**config.mk**
```make
export PLATFORM = sky130hd
export DESIGN_NAME = mcore
export DESIGN_NICKNAME = d
export VERILOG_FILES = /design/src/rtl/mcore_pkg.sv /design/src/rtl/mcore_regfile.sv /design/src/rtl/mcore.sv
export SDC_FILE = /design/constraint.sdc
export NUM_CORES = 1
export LEC_CHECK = 0
export CAP_MARGIN = 10
export CORE_MARGIN = 4
export CORE_UTILIZATION = 47
export DETAILED_ROUTE_END_ITERATION = 16
export SLEW_MARGIN = 20
export SYNTH_ARGS = -nofsm -noshare
export SYNTH_HDL_FRONTEND = slang
export SYNTH_SLANG_ARGS = --single-unit
```
**constraint.sdc**
```tcl
create_clock -name clk -period 4.76 [get_ports clk]
set_clock_uncertainty 0.2 [all_clocks]
set_input_delay 0.952 -clock clk [delete_from_list [all_inputs] [get_ports clk]]
set_output_delay 0.952 -clock clk [all_outputs]
set_load 0.02 [all_outputs]
```
**src/rtl/mcore_pkg.sv**
```systemverilog
// mcore shared definitions: instruction layout, opcodes, ALU functs, FSM states.
package mcore_pkg;

  localparam int unsigned INSTR_W = 20;
  localparam int unsigned REG_N   = 16;
  localparam int unsigned RADDR_W = 4;

  localparam logic [3:0] OP_RALU = 4'd0;
  localparam logic [3:0] OP_ADDI = 4'd1;
  localparam logic [3:0] OP_LW   = 4'd2;
  localparam logic [3:0] OP_SW   = 4'd3;
  localparam logic [3:0] OP_BEQ  = 4'd4;
  localparam logic [3:0] OP_BNE  = 4'd5;
  localparam logic [3:0] OP_JMP  = 4'd6;
  localparam logic [3:0] OP_HALT = 4'd15;

  localparam logic [3:0] FN_ADD = 4'd0;
  localparam logic [3:0] FN_SUB = 4'd1;
  localparam logic [3:0] FN_AND = 4'd2;
  localparam logic [3:0] FN_OR  = 4'd3;
  localparam logic [3:0] FN_XOR = 4'd4;
  localparam logic [3:0] FN_SLT = 4'd5;
  localparam logic [3:0] FN_SLL = 4'd6;
  localparam logic [3:0] FN_SRL = 4'd7;

  typedef enum logic [2:0] {
    ST_FETCH  = 3'd0,
    ST_DECODE = 3'd1,
    ST_EXEC   = 3'd2,
    ST_MEM    = 3'd3,
    ST_WB     = 3'd4,
    ST_HALT   = 3'd5
  } state_e;

  // Instruction word; the jump target is {rs, rt, imm}.
  typedef struct packed {
    logic [3:0] op;
    logic [3:0] rd;
    logic [3:0] rs;
    logic [3:0] rt;
    logic [3:0] imm;
  } instr_t;

endpackage

```
**src/rtl/mcore_regfile.sv**
```systemverilog
// 16-entry register file: two asynchronous read ports, one synchronous write port, r0 hardwired to zero.
module mcore_regfile
  import mcore_pkg::*;
#(
  parameter int unsigned DATA_W = 16
) (
  input  logic               clk,
  input  logic               rst_n,
  input  logic [RADDR_W-1:0] raddr_a_i,
  output logic [DATA_W-1:0]  rdata_a_o,
  input  logic [RADDR_W-1:0] raddr_b_i,
  output logic [DATA_W-1:0]  rdata_b_o,
  input  logic               we_i,
  input  logic [RADDR_W-1:0] waddr_i,
  input  logic [DATA_W-1:0]  wdata_i
);

  logic [DATA_W-1:0] regs_q [REG_N];

  // Register storage; writes to r0 are dropped.
  always_ff @(posedge clk) begin
    if (!rst_n) begin
      for (int unsigned i = 0; i < REG_N; i++) begin
        regs_q[i] <= '0;
      end
    end else if (we_i && (waddr_i != '0)) begin
      regs_q[waddr_i] <= wdata_i;
    end
  end

  assign rdata_a_o = (raddr_a_i == '0) ? '0 : regs_q[raddr_a_i];
  assign rdata_b_o = (raddr_b_i == '0) ? '0 : regs_q[raddr_b_i];

endmodule

```
**src/rtl/mcore.sv**
```systemverilog
// mcore: multi-cycle 20-bit-instruction core (FETCH/DECODE/EXEC/MEM/WB/HALT).
// Optional feature: define MCORE_BNE_EN to execute opcode 5 as BNE; otherwise it is a NOP.
module mcore
  import mcore_pkg::*;
#(
  parameter int unsigned DATA_W = 16,
  parameter int unsigned PC_W   = 20
) (
  input  logic               clk,
  input  logic               rst_n,
  output logic               imem_req,
  output logic [PC_W-1:0]    imem_addr,
  input  logic               imem_ack,
  input  logic [INSTR_W-1:0] imem_rdata,
  output logic               dmem_req,
  output logic               dmem_we,
  output logic [DATA_W-1:0]  dmem_addr,
  output logic [DATA_W-1:0]  dmem_wdata,
  input  logic               dmem_ack,
  input  logic [DATA_W-1:0]  dmem_rdata,
  output logic [PC_W-1:0]    pc,
  output logic               halted
);

  state_e            state_q, state_d;
  logic [PC_W-1:0]   pc_q, pc_d;
  instr_t            ir_q, ir_d;
  logic [DATA_W-1:0] a_q, a_d;
  logic [DATA_W-1:0] b_q, b_d;
  logic [DATA_W-1:0] res_q, res_d;
  logic              imem_req_q, imem_req_d;
  logic              dmem_req_q, dmem_req_d;
  logic              dmem_we_q, dmem_we_d;
  logic [DATA_W-1:0] dmem_addr_q, dmem_addr_d;
  logic [DATA_W-1:0] dmem_wdata_q, dmem_wdata_d;
  logic              halted_q, halted_d;

  logic [RADDR_W-1:0] rf_raddr_b;
  logic [DATA_W-1:0]  rf_rdata_a, rf_rdata_b;
  logic               rf_we;

  logic [DATA_W-1:0] imm_ext;
  logic [DATA_W-1:0] alu_res;
  logic [PC_W-1:0]   pc_inc, pc_br;
  logic              a_eq_b;

  mcore_regfile #(.DATA_W(DATA_W)) u_regfile (
    .clk       (clk),
    .rst_n     (rst_n),
    .raddr_a_i (ir_q.rs),
    .rdata_a_o (rf_rdata_a),
    .raddr_b_i (rf_raddr_b),
    .rdata_b_o (rf_rdata_b),
    .we_i      (rf_we),
    .waddr_i   (ir_q.rd),
    .wdata_i   (res_q)
  );

  assign imm_ext = {{(DATA_W-4){ir_q.imm[3]}}, ir_q.imm};
  assign pc_inc  = pc_q + PC_W'(1);
  assign pc_br   = pc_inc + {{(PC_W-4){ir_q.imm[3]}}, ir_q.imm};
  assign a_eq_b  = (a_q == b_q);

  // R-type ALU on the decoded operands.
  always_comb begin
    alu_res = '0;
    case (ir_q.imm)
      FN_ADD:  alu_res = a_q + b_q;
      FN_SUB:  alu_res = a_q - b_q;
      FN_AND:  alu_res = a_q & b_q;
      FN_OR:   alu_res = a_q | b_q;
      FN_XOR:  alu_res = a_q ^ b_q;
      FN_SLT:  alu_res = ($signed(a_q) < $signed(b_q)) ? DATA_W'(1) : '0;
      FN_SLL:  alu_res = a_q << b_q[3:0];
      FN_SRL:  alu_res = a_q >> b_q[3:0];
      default: alu_res = '0;
    endcase
  end

  // Next-state, datapath and request control.
  always_comb begin
    state_d      = state_q;
    pc_d         = pc_q;
    ir_d         = ir_q;
    a_d          = a_q;
    b_d          = b_q;
    res_d        = res_q;
    imem_req_d   = imem_req_q;
    dmem_req_d   = dmem_req_q;
    dmem_we_d    = dmem_we_q;
    dmem_addr_d  = dmem_addr_q;
    dmem_wdata_d = dmem_wdata_q;
    halted_d     = halted_q;
    rf_we        = 1'b0;
    // Port B reads rt while decoding and the store source rd while executing.
    rf_raddr_b   = (state_q == ST_EXEC) ? ir_q.rd : ir_q.rt;

    case (state_q)
      ST_FETCH: begin
        imem_req_d = 1'b1;
        if (imem_req_q && imem_ack) begin
          imem_req_d = 1'b0;
          ir_d       = instr_t'(imem_rdata);
          state_d    = ST_DECODE;
        end
      end

      ST_DECODE: begin
        a_d     = rf_rdata_a;
        b_d     = rf_rdata_b;
        state_d = ST_EXEC;
      end

      ST_EXEC: begin
        case (ir_q.op)
          OP_RALU: begin
            res_d   = alu_res;
            state_d = ST_WB;
          end
          OP_ADDI: begin
            res_d   = a_q + imm_ext;
            state_d = ST_WB;
          end
          OP_LW, OP_SW: begin
            dmem_addr_d  = a_q + imm_ext;
            dmem_we_d    = (ir_q.op == OP_SW);
            dmem_wdata_d = rf_rdata_b;
            dmem_req_d   = 1'b1;
            state_d      = ST_MEM;
          end
          OP_BEQ: begin
            pc_d       = a_eq_b ? pc_br : pc_inc;
            imem_req_d = 1'b1;
            state_d    = ST_FETCH;
          end
`ifdef MCORE_BNE_EN
          OP_BNE: begin
            pc_d       = a_eq_b ? pc_inc : pc_br;
            imem_req_d = 1'b1;
            state_d    = ST_FETCH;
          end
`endif
          OP_JMP: begin
            pc_d       = PC_W'({ir_q.rs, ir_q.rt, ir_q.imm});
            imem_req_d = 1'b1;
            state_d    = ST_FETCH;
          end
          OP_HALT: begin
            halted_d = 1'b1;
            state_d  = ST_HALT;
          end
          default: begin
            pc_d       = pc_inc;
            imem_req_d = 1'b1;
            state_d    = ST_FETCH;
          end
        endcase
      end

      ST_MEM: begin
        if (dmem_ack) begin
          dmem_req_d = 1'b0;
          dmem_we_d  = 1'b0;
          if (dmem_we_q) begin
            pc_d       = pc_inc;
            imem_req_d = 1'b1;
            state_d    = ST_FETCH;
          end else begin
            res_d   = dmem_rdata;
            state_d = ST_WB;
          end
        end
      end

      ST_WB: begin
        rf_we      = 1'b1;
        pc_d       = pc_inc;
        imem_req_d = 1'b1;
        state_d    = ST_FETCH;
      end

      ST_HALT: begin
        state_d = ST_HALT;
      end

      default: begin
        state_d = ST_FETCH;
      end
    endcase
  end

  // State and datapath registers with synchronous reset.
  always_ff @(posedge clk) begin
    if (!rst_n) begin
      state_q      <= ST_FETCH;
      pc_q         <= '0;
      ir_q         <= '0;
      a_q          <= '0;
      b_q          <= '0;
      res_q        <= '0;
      imem_req_q   <= 1'b0;
      dmem_req_q   <= 1'b0;
      dmem_we_q    <= 1'b0;
      dmem_addr_q  <= '0;
      dmem_wdata_q <= '0;
      halted_q     <= 1'b0;
    end else begin
      state_q      <= state_d;
      pc_q         <= pc_d;
      ir_q         <= ir_d;
      a_q          <= a_d;
      b_q          <= b_d;
      res_q        <= res_d;
      imem_req_q   <= imem_req_d;
      dmem_req_q   <= dmem_req_d;
      dmem_we_q    <= dmem_we_d;
      dmem_addr_q  <= dmem_addr_d;
      dmem_wdata_q <= dmem_wdata_d;
      halted_q     <= halted_d;
    end
  end

  assign imem_req   = imem_req_q;
  assign imem_addr  = pc_q;
  assign dmem_req   = dmem_req_q;
  assign dmem_we    = dmem_we_q;
  assign dmem_addr  = dmem_addr_q;
  assign dmem_wdata = dmem_wdata_q;
  assign pc         = pc_q;
  assign halted     = halted_q;

endmodule

```
* Yosys cells after proc, flatten, opt, wreduce, memory -nomap -nowiden
Memory sizes are Yosys's and may differ from the RTL's. A register that Yosys moved wholly into a read port is not among the register bits.
Cells that the tools add are included.
** Operators by class
- Add/subtract/negate cells :: 5
- Magnitude comparators :: 1
- Equality and inequality tests :: 26
- Shifts and indexed selects :: 2
- Multiplexer cells :: 39
- Bitwise gates (word level) :: 3
- Reduce and logical (&&, ||, !) cells :: 23
** Operators with widths (number)
- 16-bit one-hot mux with 8 select lines :: 1
- 20-bit one-hot mux with 3 select lines :: 2
- 16-bit two-way mux :: 5
- 16-bit one-hot mux with 2 select lines :: 2
- 20-bit two-way mux :: 3
- 16-bit adder :: 2
- 4-bit by 3-bit equality test with 1-bit output (second input constant) :: 6
- 20-bit by 1-bit adder with 20-bit output (second input constant) :: 1
- 20-bit adder :: 1
- 16-bit bitwise AND :: 1
- 16-bit equality test :: 1
- 4-bit by 2-bit equality test with 1-bit output (second input constant) :: 4
- 4-bit logical NOT :: 4
- 16-bit less-than comparator :: 1
- 4-bit two-way mux :: 4
- 16-bit OR :: 1
- 16-bit OR reduction :: 1
- 16-bit by 4-bit << shifter with 16-bit output :: 1
- 16-bit by 4-bit right shift with 16-bit output :: 1
- 16-bit subtractor :: 1
- 16-bit bitwise XOR :: 1
- 3-bit one-hot mux with 5 select lines :: 1
- 1-bit two-way mux :: 14
- 4-bit AND reduction :: 3
- other kinds (21) :: 37
** Word-level totals
- Register bits :: 127
- Bits in writable memories :: 256
- Input port bits :: 40
- Output and inout port bits :: 76
- Word-level logic and storage cells :: 116
- Memories :: 1
** Memories
- u_regfile.regs_q :: depth 16, width 16, read ports 2, clocked after memory_dff 1, wr ports 16, RTL line mcore_regfile.sv:18 : logic [DATA_W-1:0] regs_q [REG_N];

* Longest topological paths before layout
- Depth in word-level cells :: 8
- Gate-level depth with buffers :: 15
- Mapped depth without buffers :: 15

* Hierarchy
From an unflattened synthesis, not the netlist that was laid out.
** Second synthesis, totals
- Cells, all modules :: 2401
- Area, all modules :: 24126.9 um^2
** By module, submodules not included
- mcore_regfile :: times used 1, cells each 874, area each 13060.0 um^2, seq. area each 7206.9 um^2
- mcore :: times used 1, cells each 1527, area each 11066.9 um^2, seq. area each 2542.4 um^2

* Least setup slack after synthesis
OpenSTA, ideal clock, no wires.
- Kind :: register -> register
- Start point :: reg pc_q[2], in the netlist imem_addr[2]
- End point :: reg pc_q[17], in the netlist imem_addr[17]
- Setup time :: 123 ps
- Arrival :: 3282 ps
- Required time :: 4437 ps
- Slack :: 1156 ps
- Stages on the path, launching flop included :: 16
- Path buffers :: 1
- Period minus slack after synthesis :: 3604 ps
- Cell sequence :: dfxtp_1 > clkbuf_2 > nand3_1 > nor3_1 > nand3_1 > xnor2_1 > ha_1 > nand2_1 > o21ai_0 > or3_1 > a21oi_1 > o221ai_1 > a21oi_1 > xnor2_1 > a221oi_1 > nor2_1
** On the way
- Cells in the longest elaborated chain, start to end :: 5
- Elaborated cells between the ends (all ways) :: 7
- Those cells by class :: 2 x add/sub; 5 x mux
** Ends and longest elaborated chain
- start, declared :: RTL line mcore.sv:26 : logic [PC_W-1:0] pc_q, pc_d;
- start signal, assigned :: RTL line mcore.sv:209 : pc_q <= pc_d;
- 20-bit by 1-bit adder with 20-bit output * :: RTL line mcore.sv:60 : assign pc_inc = pc_q + PC_W'(1);
- 20-bit adder :: RTL line mcore.sv:61 : assign pc_br = pc_inc + {{(PC_W-4){ir_q.imm[3]}}, ir_q.imm};
- 20-bit two-way mux :: RTL line mcore.sv:132 : pc_d = a_eq_b ? pc_br : pc_inc;
- 20-bit one-hot mux with 3 select lines :: RTL line mcore.sv:115 : case (ir_q.op)
- 20-bit one-hot mux with 3 select lines * :: RTL line mcore.sv:98 : case (state_q)
Mark *: on every way between the ends. The rest lies on a longest branch, timed or not. The select of a mux whose other input is x is not followed.
A chain may end at the register's enable or synchronous reset.

* Final worst setup path
- Start point :: reg ir_q (netlist bit imm_ext[3])
- End point :: reg res_q[12]
** On the way
- Cells in the longest elaborated chain, start to end :: 4
- Elaborated cells between the ends (all ways) :: 12
- Those cells by class :: 1 x add/sub; 7 x eq/ne; 3 x mux; 1 x reduce/logical
** Ends and longest elaborated chain
- start, declared :: RTL line mcore.sv:27 : instr_t ir_q, ir_d;
- start signal, assigned :: RTL line mcore.sv:210 : ir_q <= ir_d;
- branches (longest 2 deep; another with 16-bit adder)
- 16-bit one-hot mux with 2 select lines * :: RTL line mcore.sv:115
- 16-bit one-hot mux with 2 select lines * :: RTL line mcore.sv:98
- end signal, assigned :: RTL line mcore.sv:213 : res_q <= res_d;
- end, declared :: RTL line mcore.sv:30 : logic [DATA_W-1:0] res_q, res_d;
Mark *: on every way between the ends.

==> results.cfg <==
[cells_and_area]
most-common-layout-cells = nand2_1 (413), edfxtp_1 (256), and2_1 (229)
utilization_pct = 53.8
nets = 2804
drive_above_1_share_pct = 11.3
mostFrequentLayoutCell = nand2_1
layout.cells.non_filler = 3398
syn2layout_area_growth_pct = 13.4

[route]
viasPerCell = 6.21
vias = 21100
dr.first_iter.drc_count = 2455
postRouteAntennaNets = 0
drt-pass1-iter-count = 6
drc_errors = 0
routed_wl_mm = 85.1
wl_per_cell_um = 25.0

[logic_synthesis]
syn_area_mm2 = 0.0249
synth_edf_count = 256
muxShareOfSynthArea_pct = 10.5
synth_top_area_share_pct = 30.9
synth_area_leader_cell = edfxtp_1
synth_compound_area_share_pct = 15.6
synth-xor-area-share_pct = 1.72
yosysSeqAreaShare_pct = 41.4
synth_ff_type = edfxtp_1
synthAdderAreaFrac_pct = 4.65
yosysUniqueCellTypes = 86
synthCells = 2627
synth_area_leaders = edfxtp_1 (31%), dfxtp_1 (11%), mux4_2 (8.3%)
synth_top_family_by_area = simple AND/OR/NAND/NOR gates
ys_ff_latch = 387
synth-simple-area-share_pct = 20.8
ys_warn_count = 0
synth-async-reset-ratio_pct = 0
avgSynthCellArea_um2 = 9.47

[critical_path]
critPathLaunchType = register
crit_chain = nor2b_1, nand3_1, o21ai_0, a211oi_1, nand2_1, a221oi_1, nor3_1, a311o_1
timing.rr.start = imm_ext[3]
max_stage_delay_ns = 0.98
ff2ff_setup_slack_ns = 0.62
r2r_cells = 8
arrival_ns = 4.41
cp_slowest_cell = dfxtp_2
path_class = reg2reg
crit_path_end_kind = register
r2r_end = res_q[12]
cp_data_required_time_ns = 5.03
critPathMaxFanout = 39

[timing]
slew_headroom_pct = 28.7
max_freq_mhz = 241
worst_slew_pin_slew_ns = 1.07
slew_viol_final = 0
fin_crit_sh_pct = 87.0
finalSetupViolCount = 0
hold_violations = 0
rsz0062_at_grt = no
min_period_ns = 4.14
setup_tns_ns = 0

[cts]
clkSinkCount = 387
clockRootBuffer = clkbuf_16
clk_pin_slew_ns = 0.06
cts_setup_buffers = 0
h-tree-depth = 2
clockBufferDepth = 3
cts_resized = 0
hold_buffers = 0
cts_tree = built
numCtsBuffers = 45
clk-insertion-delay-late_ns = 0.61

[floorplan]
core.rowCount = 84
die_y_um = 238
core_mm2 = 0.0524
die_w_um = 238
io_pins = 116
die-area_mm2 = 0.0567
initial_core_util_pct = 47.4

[power_and_ir_drop]
leakage_nw = 10.1
pwr-share-seq_pct = 41.6
power_frac_comb_pct = 21.9
power_density_mw_per_mm2 = 337
finalPower_mw = 9.50
ir_worst_vdd_mv = 0.266
p_int_mw = 6.46
switchingPower_mw = 3.04
pwr-share-clk_pct = 36.5
switching_share_pct = 32.0

[global_route]
grt_max_degree = 92
grt_overflow = 0
grt_pass1_vias = 20200
track_usage_pct = 29.1
grt_pass1_wl_mm = 127
antenna_found_initial = 5

[place]
dp_hpwl_mm = 61.0
globalplace.congestion = 1.01
dpl.cell_count = 3315
port_buffers = 115

[min_path]
holdCritStartpoint = dmem_addr[13]
hold_end = dmem_addr[13]
hold_class = reg2reg
hold_path_depth = 2

[job]
maxCapViolCount = 0

[outcome]
status = completed
flip-flops by register name, summed over array words and instances, names as in the netlist, named ones only:
name	count
imem_addr	20
dmem_we	1
dmem_req	1
a_q	16
u_regfile.regs_q	256
dmem_addr	16
imem_req	1
state_q	3
res_q	16
halted	1
b_q	16
dmem_wdata	16
imm_ext	4
ir_q	16
cells by family after synthesis:
| group | Yosys count |
|---|---|
| buf+inv | 295 |
| xor+xnor | 49 |
| fa+ha+maj | 90 |
| other cells | 1 |
| mux | 142 |
| compound gates | 597 |
| simple gates | 1066 |
| flops | 387 |
power by group through the flow:
stage	registers [mW]	logic, mW	clock network, mW
after floorplan	3.90	1.42	0
after global placement	4.01	2.03	0
after detailed placement	4.02	2.05	0
after CTS	3.95	2.05	3.50
after global routing	3.97	2.22	3.62
final	3.96	2.08	3.46
cell type report:
cell class | count | area [µm²]
multi-input combinational | 1960 | 13400
clock buffer | 59 | 1190
sequential | 387 | 10300
antenna | 2 | 5.00
tap | 688 | 861
fill | 4690 | 24200
clock inverter | 22 | 262
inverter | 66 | 250
timing repair buffer | 214 | 1950
metrics by stage:
stage,hold WS (ns),setup WS (ns),cell area [µm²]
4_1_cts,0.255,0.725,28200
3_5_place_dp,0.249,0.744,26800
2_1_floorplan,0.249,1.16,24900
6_report,0.255,0.618,28200
5_1_grt,0.273,0.363,28200
3_3_place_gp,0.246,0.696,26800
worst max-delay path by stage:
| stage | from | end | slack, ns | cells past startpoint |
|---|---|---|---|---|
| 2_1_floorplan | imem_addr[2] | imem_addr[17] | 1.16 | 15 |
| 3_3_place_gp | imm_ext[3] | res_q[12] | 0.70 | 8 |
| 3_5_place_dp | imm_ext[3] | res_q[12] | 0.74 | 8 |
| 4_1_cts | imm_ext[3] | res_q[12] | 0.72 | 8 |
| 5_1_grt | imem_addr[0] | imem_addr[17] | 0.36 | 15 |
| 6_report | imm_ext[3] | res_q[12] | 0.62 | 8 |
cells in the mapped netlist (5+ instances only):
library cell / count
nor4_1: 17
o221ai_1: 10
xor2_1: 20
nand2b_1: 20
a21oi_1: 200
o31ai_1: 7
o21ai_0: 112
nand4_1: 11
dfxtp_1: 131
nor2_1: 160
or3_1: 8
a21o_1: 16
a311oi_1: 48
o22ai_1: 8
buf_4: 35
buf_2: 35
and3_1: 39
o21a_1: 13
nor2b_1: 13
a211o_1: 8
mux2_2: 10
clkbuf_1: 143
buf_1: 10
a22oi_1: 27
mux4_2: 92
mux2i_1: 38
a211oi_1: 34
xnor2_1: 29
a221oi_1: 17
o211ai_1: 19
nor3_1: 68
nand2_1: 413
inv_1: 66
a31o_2: 5
a31oi_1: 15
nand3_1: 62
and2_1: 229
ha_1: 86
o21bai_1: 8
edfxtp_1: 256
per-layer routing:
metal / part of all wire (%) / wire length [µm] / track usage, % / vias to the layer above
met4: 3.5 / 2950 / 9.71 / 2
met2: 46 / 39500 / 46.8 / 998
met1: 42 / 35600 / 40.4 / 10300
li1: - / - / - / 9622
met3: 8.2 / 7000 / 4.79 / 165
met5: 0.015 / 13 / 0 / -
worst max-delay path: cells and delay by family, from the launching register on:
kind	cells	cell delay, ns
flops	1	0.98
compound gates	4	1.78
simple gates	4	1.01
Power figures use the tool's default switching activity.
